--- src/rtl/matrix_readout.sv ---
// matrix_readout: waits a fixed number of cycles after Start, snapshots a
// 3x3 matrix of bytes into an internal buffer, then streams the nine
// elements in row-major order over a valid/ready handshake.
module matrix_readout #(
    parameter int WAIT_CYCLES = 7
) (
    input  logic       clk,
    input  logic       Reset,
    input  logic       Start,
    input  logic [7:0] In00,
    input  logic [7:0] In01,
    input  logic [7:0] In02,
    input  logic [7:0] In10,
    input  logic [7:0] In11,
    input  logic [7:0] In12,
    input  logic [7:0] In20,
    input  logic [7:0] In21,
    input  logic [7:0] In22,
    output logic [7:0] Out_data,
    output logic [3:0] Out_index,
    output logic       Out_valid,
    input  logic       Out_ready,
    output logic       Out_last,
    output logic       Busy
);

    typedef enum logic [1:0] {
        S_IDLE,
        S_WAIT,
        S_STREAM
    } state_t;

    // The counter runs 0..WAIT_CYCLES-1, so the last value fits in 8 bits
    // for the whole legal range of 1..255.
    localparam logic [7:0] LAST_COUNT = 8'(WAIT_CYCLES - 1);
    localparam logic [3:0] LAST_INDEX = 4'd8;

    state_t     state;
    state_t     next_state;
    logic [7:0] wait_count;
    logic [7:0] next_wait_count;
    logic [3:0] index;
    logic [3:0] next_index;
    logic       capture;
    logic       transfer;

    logic [7:0] buffer   [0:8];
    logic [7:0] in_elems [0:8];

    // Gather the matrix inputs into row-major order so capture is a simple copy.
    always_comb begin
        in_elems[0] = In00;
        in_elems[1] = In01;
        in_elems[2] = In02;
        in_elems[3] = In10;
        in_elems[4] = In11;
        in_elems[5] = In12;
        in_elems[6] = In20;
        in_elems[7] = In21;
        in_elems[8] = In22;
    end

    // A handshake completes only while streaming; Out_ready is ignored elsewhere.
    assign transfer = (state == S_STREAM) && Out_ready;

    // Next-state logic: Start is only honoured in IDLE, so it is never queued.
    always_comb begin
        next_state      = state;
        next_wait_count = wait_count;
        next_index      = index;
        capture         = 1'b0;
        case (state)
            S_IDLE: begin
                if (Start) begin
                    next_wait_count = '0;
                    next_state      = S_WAIT;
                end
            end
            S_WAIT: begin
                if (wait_count == LAST_COUNT) begin
                    capture    = 1'b1;
                    next_index = '0;
                    next_state = S_STREAM;
                end else begin
                    next_wait_count = wait_count + 8'd1;
                end
            end
            S_STREAM: begin
                if (transfer) begin
                    if (index == LAST_INDEX) begin
                        next_index = '0;
                        next_state = S_IDLE;
                    end else begin
                        next_index = index + 4'd1;
                    end
                end
            end
            default: begin
                next_state      = S_IDLE;
                next_wait_count = '0;
                next_index      = '0;
            end
        endcase
    end

    // Control registers; reset overrides every other activity.
    always_ff @(posedge clk) begin
        if (Reset) begin
            state      <= S_IDLE;
            wait_count <= '0;
            index      <= '0;
        end else begin
            state      <= next_state;
            wait_count <= next_wait_count;
            index      <= next_index;
        end
    end

    // Snapshot buffer: written only on the capture edge so later input changes are invisible.
    always_ff @(posedge clk) begin
        if (Reset) begin
            for (int i = 0; i < 9; i++) begin
                buffer[i] <= '0;
            end
        end else if (capture) begin
            for (int i = 0; i < 9; i++) begin
                buffer[i] <= in_elems[i];
            end
        end
    end

    assign Out_valid = (state == S_STREAM);
    assign Out_index = index;
    assign Out_data  = buffer[index];
    assign Out_last  = Out_valid && (index == LAST_INDEX);
    assign Busy      = (state != S_IDLE);

endmodule

--- config.mk ---
export PLATFORM = sky130hd
export DESIGN_NAME = matrix_readout
export DESIGN_NICKNAME = d
export VERILOG_FILES = /design/src/rtl/matrix_readout.sv
export SDC_FILE = /design/constraint.sdc
export NUM_CORES = 1
export LEC_CHECK = 0
export BUFFER_PORTS_ARGS = -buffer_cell sky130_fd_sc_hd__buf_4
export CORE_UTILIZATION = 49
export CTS_CLUSTER_DIAMETER = 30
export CTS_CLUSTER_SIZE = 40
export DETAILED_ROUTE_END_ITERATION = 7
export GPL_ROUTABILITY_DRIVEN = 0
export PLACE_DENSITY = 0.81
export SYNTH_ARGS = -nofsm -noshare
export SYNTH_HDL_FRONTEND = slang
export SYNTH_SLANG_ARGS = --single-unit
--- constraint.sdc ---
create_clock -name clk -period 2.9 [get_ports clk]
set_input_delay 0.58 -clock clk [delete_from_list [all_inputs] [get_ports clk]]
set_output_delay 0.58 -clock clk [all_outputs]
set_load 0.005 [all_outputs]
After elaboration in Yosys (flattened, before gate mapping):

Memory sizes are Yosys's and may differ from the RTL's. A register that Yosys moved wholly into a read port is not among the register bits.
Index checks and enable logic that the tools add are counted.

* mux-type cells: 30
* eq/ne operators: 9
* reductions and logical operators: 7
* add/subtract/negate cells: 2
* bitwise gates (word level): 11

Operators by type and width (number)
* 8-bit 2-to-1 mux: 11
* 8-bit one-hot mux with 3 select lines: 1
* 4-bit 2-to-1 mux: 5
* 4-bit one-hot mux with 3 select lines: 1
* 1-bit OR: 9
* 8-bit by 1-bit adder with 8-bit output, second input constant: 1
* 8-bit by 3-bit equality test with 1-bit output, second input constant: 1
* 2-bit 2-to-1 mux: 4
* 1-bit 2-to-1 mux: 7
* 2-bit != test, second input constant: 3
* 2-bit one-hot mux with 3 select lines: 1
* 3-bit AND reduction: 2
* 4-bit by 1-bit adder with 4-bit output, second input constant: 1
* 4-bit equality test, second input constant: 1
* 2-bit by 1-bit != test with 1-bit output, second input constant: 2
* 4-bit AND reduction: 1
* 2-bit by 1-bit equality test with 1-bit output, second input constant: 1
* 2-bit equality test, second input constant: 1
* 1-bit logical AND: 2
* 2-bit zero test: 1
* 1-bit inverter: 2
* 2-bit nonzero test: 1

* register bits after elaboration: 14
* word-level logic and storage cells: 63
* memories: 1
* memory bits (writable): 72
* bits of input ports: 76

Memories
* buffer: depth 9, width 8, rd ports 1, clocked after Yosys merged registers in 1, write ports 9, RTL line 47 `logic [7:0] buffer [0:8];`

Logic depth before layout (Yosys ltp):

* depth in word-level cells: 7
* depth in mapped cells: 7

Worst setup path before layout:

Ideal clock, no wire load.

* path type: input-to-reg
* start point: input port Reset
* end point: memory buffer[0][0] (enable)
* stages on the path: 2
* buffers on the path: 1
* arrival: 2.620 ns
* slack: -0.162 ns
* library setup time: 0.442 ns
* required time: 2.458 ns
* path through: clkbuf_1 -> nand2b_1

RTL lines
* start, declared: RTL line 8 `input logic Reset,`
* end, declared: RTL line 47

==> flow_summary_export.csv <==
group,metric,value,unit
status,status,"finished, final reports clean",
synthesis,ys.flop_type,"edfxtp_1",
setup_path,slowest_stage,"mux4_1",
setup_path,r2r_cells,6,
routing,vias,2577,
routing,drc,0,
hold_path,min_from,"Start",
global_routing,grt_pass1_vias,2387,
synthesis,syn_area,0.00422,mm2
setup_path,path_cells,"buf_4 -> mux4_1 -> mux2i_1 -> o21ai_0 -> buf_4",
die,pin_count,91,
routing,viasPerCell,5.13,
global_routing,track_usage,18.5,%
setup_path,cp_num_buf_inv,2,
setup_path,critPathMostFrequentCell,"buf_4",
setup_path,critPathKind,"register to output port",
clocking,cts-root-buf,"clkbuf_8",
sta,setup_viol,0,
routing,drtAntennaViolNets,0,
synthesis,yosysWarningCount,0,
die,fp.dieH,94.8,um
die,rows,33,
die,initial_core_util,51.1,%
clocking,path_clk_slew,90,ps
sta,drv_slew,0,
final_layout,final_cell_mix,"buf_4 (92), and2_1 (72), edfxtp_1 (72), dfxtp_1 (18), nor2_1 (15)",
sta,hold_viol,0,
clocking,numCtsBuffers,9,
sta,grt_setup_unrepaired,"false",
hold_path,min_path_type,"input pin to register",
setup_path,r2r_slack,830,ps
clocking,h-tree-depth,3,
pwr,power_density,504,mW/mm2
synthesis,syn_nets,384,
hold_path,holdPathEnd,"state[0]$_SDFFE_PP0P_",
synthesis,synth_edf_count,72,
final_layout,diodes,0,
setup_path,path_delay_family,"multiplexers",
routing,dr.pass1.iters,4,
synthesis,syn_inst,304,
setup_path,reg2reg_to,"buffer[8][7]$_SDFFCE_PN0P_",
synthesis,ys_seq_area_share,59.8,%
clocking,cts_resized,0,
pwr,p_total,2.61,mW
synthesis,synth_cell_type_count,40,
setup_path,critPathMaxStageDelay,600,ps
routing,routed_wl,8050,um
sta,fin_tns_setup,0,ps
setup_path,timing.rr.start,"wait_count[0]$_SDFFE_PP0P_",
final_layout,drive_gt1_share,30.2,%
final_layout,mostFrequentLayoutCell,"buf_4",
clocking,cts.sinks,90,
final_layout,utilization,62.6,%
run,maxCapViolCount,0,
clocking,cts_max_path_buffers,2,
routing,drtIter0Drc,161,
setup_path,start_kind,"register",
synthesis,ys_ff_latch,90,
final_layout,syn2layout_area_growth,22.5,%
sta,hold_ws,462,ps
global_routing,antenna_found_initial,0,
sta,slew_headroom,54.4,%
clocking,hold_buffers,0,
setup_path,arrival,1990,ps
sta,clock_skew,5.29,ps
routing,routedWlPerCell,16.0,um
synthesis,async_flop_share,0,%
setup_path,path_max_fanout,16,
clocking,cts_tree,"yes",
sta,timing.final.crit_share,88.8,%
final_layout,fillers,633,
sta,fmax,389,MHz
clocking,cts_setup_buffers,0,
global_routing,grt_overflow,0,
die,dieArea,0.00898,mm2
global_routing,grt_max_degree,73,
die,coreArea,0.00826,mm2
setup_path,worst_setup_path_end_kind,"output port",
pwr,ir_drop,0.000291,V
synthesis,syn-mean-instance-area,13.9,um2
final_layout,layout.nets,472,
global_routing,grt_pass1_wl,12100,um
sta,layout_min_cycle_time,2570,ps
placement,dp_hpwl,5700,um
hold_path,hold-path-cell-count,3,
pwr,p_leak,2.07,nW
setup_path,cp.required,2320,ps
placement,port_buffers,90,
clocking,worstSkewPairLatency,350,ps
sta,worst_slew_pin_slew,683,ps
die,fp.dieW,94.8,um
## metrics by stage
step                      instance area [um2]  setup WS, ps  cells
after global placement                   4930           761    486
after global routing                     5170           183    502
after detailed placement                 4930           711    486
after CTS                                5170           317    502
after floorplan                          4220           660    304
final                                    5170           326    502
## kinds of logic (layout without fill, tap and decap cells)
kind of cell	after synthesis	in the layout	synth area share, %
AND/OR/NAND/NOR	122	122	17.4
flip-flops	90	90	59.8
AO/OA/AOI/OAI	38	38	5.43
multiplexers	25	25	11.7
buffers and inverters	23	116	3.97
adder cells (fa/ha/maj)	4	4	1.19
XOR/XNOR	2	2	0.415
## sequential cells by signal, summed over array words and instances (netlist names), named ones only
| name | count |
|---|---|
| wait_count | 8 |
| Out_index | 4 |
| buffer | 72 |
| state | 2 |
## power breakdown
| group | internal (mW) | switching, mW | leakage [nW] |
|---|---|---|---|
| logic | 0.0938 | 0.0598 | 1.07 |
| clock network | 0.571 | 0.441 | 0.113 |
| registers | 1.42 | 0.0157 | 0.889 |
## synth_stat cells (3+ instances only)
library cell  count  area share, %
o21ai_1           4           0.47
a21oi_1          12            1.4
edfxtp_1         72             51
mux4_1           12            7.5
nand2_1          14            1.2
ha_1              4            1.2
buf_6             8            2.1
mux2i_1           9            2.1
and3_1            4           0.59
nor2_1           15            1.3
mux4_2            4            2.1
nand3_1           3           0.36
inv_1             6           0.53
nand2b_1          4           0.59
a31oi_1           3           0.45
and2_1           72             11
nand3b_1          4           0.71
o21ai_0           9            1.1
dfxtp_1          18            8.5
buf_2             3           0.36
## worst max-delay path by stage
stage	startpoint	to	slack, ps	cells after the start
after floorplan	wait_count[0]$_SDFFE_PP0P_	buffer[0][0]$_SDFFCE_PN0P_	660	5
after global placement	register	Out_data[0]	760	5
after detailed placement	register	Out_data[1]	710	5
after CTS	register	Out_data[1]	320	5
after global routing	register	Out_data[3]	180	4
final	register	Out_data[3]	330	5
## metal layers
metal  global-route usage (%)  vias to the layer above  routed length (um)
met2                     26.6                       85                3670
met1                     26.8                     1207                3770
met3                     5.39                        5                 521
li1                         -                     1280                   -
met5                        0                        -                   0
met4                     6.44                        0                  97
## worst reg2reg max path: cells and delay by family, from the launching register on
family	cells	cell delay [ps]
flops	1	350
simple gates	3	930
fa+ha+maj	1	140
buf+inv	2	370
## cell type report
| type | instances | area (um2) | share of cell area [%] |
|---|---|---|---|
| Clock inverter | 7 | 118 | 2.28 |
| Inverter | 7 | 26.3 | 0.508 |
| Sequential cell | 90 | 2520 | 48.8 |
| Timing Repair Buffer | 93 | 711 | 13.8 |
| Multi-Input combinational cell | 191 | 1540 | 29.7 |
| Tap cell | 105 | 131 | 2.54 |
| Clock buffer | 9 | 124 | 2.40 |
No activity file was read; power rests on OpenSTA's default activity.
